**src/rtl/bitserial_logic_unit.sv**
```systemverilog
//==============================================================================
// bitserial_logic_unit : WIDTH-bit 2-input logic function, evaluated LSB first
// one bit per clock. Optional parity output under BITSERIAL_LOGIC_PARITY_EN.
// Revision: 1.0
//==============================================================================
`timescale 1ns/1ps
`default_nettype none

module bitserial_logic_unit #(
    parameter int WIDTH = 8
) (
    input  logic             clk,
    input  logic             rst_n,
    input  logic             start,
    input  logic [2:0]       op,
    input  logic [WIDTH-1:0] a,
    input  logic [WIDTH-1:0] b,
    output logic             busy,
    output logic             done,
    output logic [WIDTH-1:0] result,
    output logic             zero
`ifdef BITSERIAL_LOGIC_PARITY_EN
    ,output logic            parity
`endif
);

    localparam int CNT_W = $clog2(WIDTH) + 1;

    typedef enum logic [1:0] {
        IDLE = 2'd0,
        RUN  = 2'd1,
        DONE = 2'd2
    } state_t;

    state_t             state_q, state_d;
    logic [WIDTH-1:0]   a_sh_q, a_sh_d;
    logic [WIDTH-1:0]   b_sh_q, b_sh_d;
    logic [2:0]         op_q, op_d;
    logic [WIDTH-1:0]   acc_q, acc_d;
    logic [CNT_W-1:0]   cnt_q, cnt_d;
    logic [WIDTH-1:0]   result_q, result_d;
    logic               zero_q, zero_d;
    logic               par_acc_q, par_acc_d;
    logic               parity_q, parity_d;
    logic               armed_q, armed_d;
    logic               w_bit;
    logic               w_accept;

    always_comb begin
        w_bit = 1'b0;
        case (op_q)
            3'b000:  w_bit =   a_sh_q[0] & b_sh_q[0];
            3'b001:  w_bit =   a_sh_q[0] | b_sh_q[0];
            3'b010:  w_bit = ~(a_sh_q[0] & b_sh_q[0]);
            3'b011:  w_bit = ~(a_sh_q[0] | b_sh_q[0]);
            3'b100:  w_bit =   a_sh_q[0] ^ b_sh_q[0];
            3'b101:  w_bit = ~(a_sh_q[0] ^ b_sh_q[0]);
            3'b110:  w_bit =  ~a_sh_q[0];
            default: w_bit =   a_sh_q[0];
        endcase
    end

    // armed_q blocks acceptance on the first edge after reset release
    assign w_accept = start && armed_q && (state_q != RUN);

    always_comb begin
        state_d   = state_q;
        a_sh_d    = a_sh_q;
        b_sh_d    = b_sh_q;
        op_d      = op_q;
        acc_d     = acc_q;
        cnt_d     = cnt_q;
        result_d  = result_q;
        zero_d    = zero_q;
        par_acc_d = par_acc_q;
        parity_d  = parity_q;
        armed_d   = 1'b1;
        case (state_q)
            IDLE, DONE: begin
                if (w_accept) begin
                    a_sh_d    = a;
                    b_sh_d    = b;
                    op_d      = op;
                    acc_d     = '0;
                    cnt_d     = '0;
                    par_acc_d = 1'b0;
                    state_d   = RUN;
                end else begin
                    state_d   = IDLE;
                end
            end
            RUN: begin
                acc_d     = {w_bit, acc_q[WIDTH-1:1]};
                a_sh_d    = a_sh_q >> 1;
                b_sh_d    = b_sh_q >> 1;
                par_acc_d = par_acc_q ^ w_bit;
                if (cnt_q == CNT_W'(WIDTH - 1)) begin
                    result_d = acc_d;
                    zero_d   = (acc_d == '0);
                    parity_d = par_acc_d;
                    state_d  = DONE;
                end else begin
                    cnt_d    = cnt_q + CNT_W'(1);
                end
            end
            default: state_d = IDLE;
        endcase
    end

    always_ff @(posedge clk or negedge rst_n) begin
        if (!rst_n) begin
            state_q   <= IDLE;
            a_sh_q    <= '0;
            b_sh_q    <= '0;
            op_q      <= '0;
            acc_q     <= '0;
            cnt_q     <= '0;
            result_q  <= '0;
            zero_q    <= 1'b1;
            par_acc_q <= 1'b0;
            parity_q  <= 1'b0;
            armed_q   <= 1'b0;
        end else begin
            state_q   <= state_d;
            a_sh_q    <= a_sh_d;
            b_sh_q    <= b_sh_d;
            op_q      <= op_d;
            acc_q     <= acc_d;
            cnt_q     <= cnt_d;
            result_q  <= result_d;
            zero_q    <= zero_d;
            par_acc_q <= par_acc_d;
            parity_q  <= parity_d;
            armed_q   <= armed_d;
        end
    end

    assign busy   = (state_q == RUN);
    assign done   = (state_q == DONE);
    assign result = result_q;
    assign zero   = zero_q;

`ifdef BITSERIAL_LOGIC_PARITY_EN
    assign parity = parity_q;
`else
    logic w_parity_unused;
    assign w_parity_unused = ^{par_acc_q, parity_q};
`endif

endmodule

`default_nettype wire
```
**config.mk**
```make
export PLATFORM = sky130hd
export DESIGN_NAME = bitserial_logic_unit
export DESIGN_NICKNAME = d
export VERILOG_FILES = /design/src/rtl/bitserial_logic_unit.sv
export SDC_FILE = /design/constraint.sdc
export NUM_CORES = 1
export LEC_CHECK = 0
export ABC_AREA = 1
export CORE_MARGIN = 10
export CORE_UTILIZATION = 45
export DETAILED_ROUTE_END_ITERATION = 8
export GPL_ROUTABILITY_DRIVEN = 0
export GPL_TIMING_DRIVEN = 1
export PLACE_DENSITY = 0.68
export SYNTH_ARGS = -nofsm -noshare
export SYNTH_HDL_FRONTEND = slang
export SYNTH_SLANG_ARGS = --single-unit
```
**constraint.sdc**
```tcl
create_clock -name clk -period 1.6 [get_ports clk]
set_input_delay 0.48 -clock clk [delete_from_list [all_inputs] [get_ports clk]]
set_output_delay 0.48 -clock clk [all_outputs]
set_load 0.1 [all_outputs]
```
==> flow_metrics.env, run 1 <==
export IMPL_placed_cells=308
export IMPL_worst_path_max_fanout=2
export IMPL_drv_cap=0
export IMPL_p_switching_w=0.002730
export IMPL_grt_pass1_wl_um=6755
export IMPL_clockBufferDepth=2
export IMPL_clock_latency_ns=0.28
export IMPL_drt_wl_total_um=4070
export IMPL_syn_nets=252
export IMPL_ios=33
export IMPL_synth_avg_cell_area_sq_um=9.139
export IMPL_startpoint="state_q[1]$_DFFE_PN0P_"
export IMPL_hold_path_class="in2async"
export IMPL_crit_required_ns=1.12
export IMPL_netlist_area_sq_um=2074
export IMPL_setup_ws_ns=0.02741
export IMPL_syn_inst=227
export IMPL_syn_to_final_growth_pct=28.71
export IMPL_rsz0062_at_grt="yes"
export IMPL_peakVddDrop_mv=1.000
export IMPL_fp_dieW_um=87.90
export IMPL_overflow=0
export IMPL_diodes=0
export IMPL_outcome="completed"
export IMPL_core_rowCount=24
export IMPL_pre_cts_ws_ns=-0.02763
export IMPL_nNetsFinal=292
export IMPL_max_freq_mhz=635.9
export IMPL_layout_drive_gt1_share_pct=21.72
export IMPL_finalSetupTns_ns=0
export IMPL_grt_max_degree=43
export IMPL_cts_clk_slew_worst_paths_ns=0.07
export IMPL_cts_sinks=42
export IMPL_htreeDepth=2
export IMPL_cts_tree="yes"
export IMPL_use_met3_pct=3.157
export IMPL_p_int_w=0.003010
export IMPL_worstSetupEndpointType="primary output"
export IMPL_pwr_share_seq_pct=31.4
export IMPL_cts_buffers=5
export IMPL_chipHeight_um=87.90
export IMPL_via_per_inst=4.853
export IMPL_ctsHoldBuffers=0
export IMPL_clock_skew_ns=0.001870
export IMPL_final_util_pct=60.49
export IMPL_ys_ff_latch=42
export IMPL_power_density_nw_per_um2=2150
export IMPL_mostFrequentLayoutCell="nand2_1"
export IMPL_final_cell_mix="nand2_1 (56), dfrtp_1 (41), inv_1 (33)"
export IMPL_period_share_pct=98.29
export IMPL_first_global_vias=1518
export IMPL_dp_hpwl_um=2859
export IMPL_regToRegStartpoint="state_q[1]$_DFFE_PN0P_"
export IMPL_drc=0
export IMPL_vias=1548
export IMPL_root_buffer="clkbuf_8"
export IMPL_routed_wire_length_per_instance_um=12.76
export IMPL_detail_route_antenna_nets=0
export IMPL_use_met2_pct=17.99
export IMPL_grt_usage_pct=10.82
export IMPL_finalMaxSlewViolations=0
export IMPL_gr_usage_met1_pct=12.61
export IMPL_dpl_cell_area_sq_um=2545
export IMPL_p_clk_share_pct=11.1
export IMPL_first_iter_violations=64
export IMPL_start_kind="flip-flop"
export IMPL_postLayoutCellArea_sq_um=2670
export IMPL_hold_viol=0
export IMPL_critPathKind="reg2out"
export IMPL_coreArea_sq_um=4414
export IMPL_port_buffers=32
export IMPL_swShare_pct=47.56
export IMPL_dr_pass1_iters=4
export IMPL_p_leak_nw=1.264
export IMPL_ys_types=27
export IMPL_die_area_sq_um=7726
export IMPL_fin_crit_ns=1.573
export IMPL_ys_seq_area_share_pct=50.72
export IMPL_fin_cells=319
export IMPL_setup_violations=0
export IMPL_ys_warn_count=0
export IMPL_antenna_found_initial=0
export IMPL_grt_busiest_layer="met2"
export IMPL_cp_arrival_ns=1.09
export IMPL_pwr_share_comb_pct=57.5
export IMPL_start_util_pct=47.00
==> layout make-up <==
type                            count  area [sq um]
Fill cell                         391          1744
Timing Repair Buffer               40         514.2
Sequential cell                    42          1052
Tap cell                           52         65.06
Multi-Input combinational cell    142         809.5
Clock buffer                        7         76.32
Inverter                           35         143.9
Timing Repair inverter              1         8.758
==> power groups by stage <==
stage	Clock, W	Combinational [W]	Sequential (W)
after floorplan	0	0.00181	0.00238
after global placement	0	0.00314	0.00181
after detailed placement	0	0.00321	0.00183
after CTS	0.000654	0.00326	0.00181
after global routing	0.000692	0.00360	0.00186
final	0.000634	0.00330	0.00180
==> registers in the layout, indices dropped and copies added (netlist names) <==
| signal | flops |
|---|---|
| b_sh_q | 8 |
| result | 8 |
| acc_q | 7 |
| op_q | 3 |
| zero | 1 |
| armed_q | 1 |
| cnt_q | 4 |
| a_sh_q | 8 |
| state_q | 2 |
==> per-stage QoR <==
stage                     power, W  hold WS [ns]
final                     0.005740        0.1525
after global routing      0.006148        0.1663
after CTS                 0.005723        0.1574
after detailed placement  0.005040        0.4725
after global placement    0.004956        0.4715
after floorplan           0.004195        0.1844
==> logic make-up after synthesis <==
| kind of cell | synth area share, % |
|---|---|
| simple gates | 19.90 |
| fa+ha+maj | 1.810 |
| compound gates | 16.35 |
| other cells | 0.1808 |
| flops | 50.72 |
| buf+inv | 11.04 |
==> synthesized netlist by cell type <==
cell type	n	area (sq um)
nand3_2	1	10.01
o21ai_1	20	100.1
nor2_1	7	26.28
dfrtp_1	41	1026
conb_1	1	3.750
inv_2	1	3.750
a21oi_1	3	15.01
o21ai_0	8	40.04
nand2_1	56	210.2
o21ai_4	1	16.27
nand3_1	14	70.07
o22ai_2	5	62.56
nor2_8	1	20.02
buf_8	1	15.01
nand2_4	3	33.78
dfstp_2	1	26.28
inv_1	33	123.9
or2_2	1	6.260
buf_2	2	10.01
ha_1	3	37.54
buf_12	1	20.02
buf_6	4	45.04
nand4_1	1	6.260
o21ai_2	12	105.1
nand2_2	4	25.02
inv_8	1	11.26
nor3_1	1	5.000
==> worst paths after layout <==
kind                       slack, ns  depth (start not counted)                    end
min in group clk                0.50                          2       zero$_DFFE_PN1P_
min                             0.15                          2  result[6]$_DFFE_PN0P_
max in group asynchronous       1.18                          2       zero$_DFFE_PN1P_
max reg2reg                     0.13                          8  a_sh_q[4]$_DFFE_PN0P_
min reg2reg                     0.50                          2       zero$_DFFE_PN1P_
max                             0.03                          3                   busy
==> metal layers <==
| metal | vias to the layer above | wire length (um) |
|---|---|---|
| li1 | 799 | - |
| met1 | 721 | 1854 |
| met2 | 23 | 1971 |
| met3 | 5 | 183 |
| met4 | 0 | 60 |
| met5 | - | 0 |
==> worst max-delay path, cell delays in order (launching register included) <==
cell and delay [ns]:
dfrtp_1 0.38, buf_4 0.15, nor2_8 0.10, buf_12 0.18
==> what timing repair did <==
item                                   4_1_cts  5_1_grt
setup endpoints to repair                    2       12
endpoints found under the hold margin        0        0
cloned                                       0        1
pin swaps                                    1        0
gates resized for setup                      0        3
setup buffers                                2        1
No activity file was read; power rests on OpenSTA's default activity.
==> inputs of run 2 (changes only) <==
--- a/config.mk
+++ b/config.mk
@@ -12,6 +12,7 @@
 export GPL_ROUTABILITY_DRIVEN = 0
 export GPL_TIMING_DRIVEN = 1
 export PLACE_DENSITY = 0.68
+export REMOVE_ABC_BUFFERS = 1
 export SYNTH_ARGS = -nofsm -noshare
 export SYNTH_HDL_FRONTEND = slang
 export SYNTH_SLANG_ARGS = --single-unit
==> run 2 against run 1 <==
Effect of this change:
- sequential power barely moved
- fmax rose by 0.98%
- design area rose by 0.61%
- first-iteration DRC count fell by 6.3%
- power rose by 0.36%
- combinational power barely moved
- critical path depth did not move
- critical endpoint is now done
- largest power group unchanged
==> flow_metrics.env, run 2 (same netlist as run 1, synthesis figures left out) <==
export IMPL_worst_path_max_fanout=2
export IMPL_ctsHoldBuffers=0
export IMPL_worstSetupEndpointType="primary output"
export IMPL_antenna_found_initial=0
export IMPL_diodes=0
export IMPL_grt_pass1_wl_um=7079
export IMPL_routed_wire_length_per_instance_um=12.25
export IMPL_final_cell_mix="nand2_1 (56), dfrtp_1 (40), inv_1 (33)"
export IMPL_nNetsFinal=293
export IMPL_start_kind="flip-flop"
export IMPL_fill_cells=373
export IMPL_rsz0062_at_grt="yes"
export IMPL_cp_arrival_ns=1.08
export IMPL_fp_dieW_um=87.90
export IMPL_cts_buffers=5
export IMPL_detail_route_antenna_nets=0
export IMPL_setup_violations=0
export IMPL_power_density_nw_per_um2=2144
export IMPL_period_share_pct=97.33
export IMPL_hold_path_class="in2async"
export IMPL_cts_tree="yes"
export IMPL_hold_viol=0
export IMPL_core_rowCount=24
export IMPL_first_iter_violations=60
export IMPL_cts_sinks=42
export IMPL_coreArea_sq_um=4414
export IMPL_outcome="completed"
export IMPL_fin_cells=321
export IMPL_p_leak_nw=1.273
export IMPL_htreeDepth=2
export IMPL_fin_crit_ns=1.557
export IMPL_critPathKind="reg2out"
export IMPL_via_per_inst=4.760
export IMPL_mostFrequentLayoutCell="nand2_1"
export IMPL_grt_max_degree=38
export IMPL_max_freq_mhz=642.2
export IMPL_root_buffer="clkbuf_8"
export IMPL_start_util_pct=47.00
export IMPL_first_global_vias=1508
export IMPL_chipHeight_um=87.90
export IMPL_pre_cts_ws_ns=0.004650
export IMPL_setup_ws_ns=0.04274
export IMPL_die_area_sq_um=7726
export IMPL_peakVddDrop_mv=1.112
export IMPL_r2r_cells=7
export IMPL_placed_cells=312
export IMPL_drv_cap=0
export IMPL_overflow=0
export IMPL_clock_latency_ns=0.30
export IMPL_cts_clk_slew_worst_paths_ns=0.08
export IMPL_drc=0
export IMPL_syn_to_final_growth_pct=29.49
export IMPL_final_util_pct=60.86
export IMPL_vias=1528
export IMPL_finalMaxSlewViolations=0
export IMPL_grt_usage_pct=11.35
export IMPL_port_buffers=32
export IMPL_crit_required_ns=1.12
export IMPL_finalPower_w=0.005760
export IMPL_dr_pass1_iters=4
export IMPL_dp_hpwl_um=2934
export IMPL_drt_wl_total_um=3932
export IMPL_clockBufferDepth=2
export IMPL_layout_drive_gt1_share_pct=23.42
export IMPL_finalSetupTns_ns=0
export IMPL_clock_skew_ns=0.007826
export IMPL_ios=33
[run 2: power by group]
part	total [W]	internal [W]	leakage [nW]	switching (W)
registers	0.00181	0.00151	0.533	0.000297
clock network	0.000679	0.000306	0.0441	0.000373
logic	0.00327	0.00121	0.696	0.00206
total	0.00576	0.00303	1.27	0.00273
[run 2: worst max-delay path, cell delays in order (launching register included)]
cell and delay, ns:
dfrtp_2 0.42, inv_1 0.06, nor2_2 0.12, buf_12 0.19
[run 2: timing repair]
action | 4_1_cts | 5_1_grt
buffers inserted | 1 | 0
pin swaps | 1 | 0
setup endpoints to repair | 2 | 4
resized for setup | 2 | 3
[run 2: routing by layer]
metal / track usage (%) / wire, um / part of all wire (%)
met1: 14.44 / 1916 / 49
met4: 4.783 / 61 / 1.6
met5: 0 / 0 / 0
met2: 16.47 / 1679 / 43
met3: 4.828 / 274 / 7.0
[run 2: final timing paths]
check                                  startpoint               endpoint  slack [ns]
max in group asynchronous                   rst_n   acc_q[4]$_DFFE_PN0P_        1.07
hold / removal                              rst_n  a_sh_q[2]$_DFFE_PN0P_        0.08
hold reg to reg                  zero$_DFFE_PN1P_       zero$_DFFE_PN1P_        0.49
min in group clk                 zero$_DFFE_PN1P_       zero$_DFFE_PN1P_        0.49
setup / recovery           state_q[1]$_DFFE_PN0P_                   done        0.04
setup reg to reg           state_q[0]$_DFFE_PN0P_   acc_q[4]$_DFFE_PN0P_        0.14
[run 2: cell type report]
cell class / instances / area [sq um] / share of cell area, %
inverter: 35 / 143.9 / 5.356
tap: 52 / 65.06 / 2.422
clock buffer: 5 / 68.82 / 2.562
multi-input combinational: 142 / 804.5 / 29.95
timing repair buffer: 42 / 529.3 / 19.70
sequential: 42 / 1054 / 39.22
clock inverter: 3 / 21.27 / 0.7918
[run 2: stage by stage]
stage / cell area (sq um) / hold WS, ns
6_report: 2686 / 0.08149
5_1_grt: 2686 / 0.09617
4_1_cts: 2669 / 0.08774
3_5_place_dp: 2567 / 0.4202
3_3_place_gp: 2567 / 0.4132
2_1_floorplan: 1984 / 0.1844
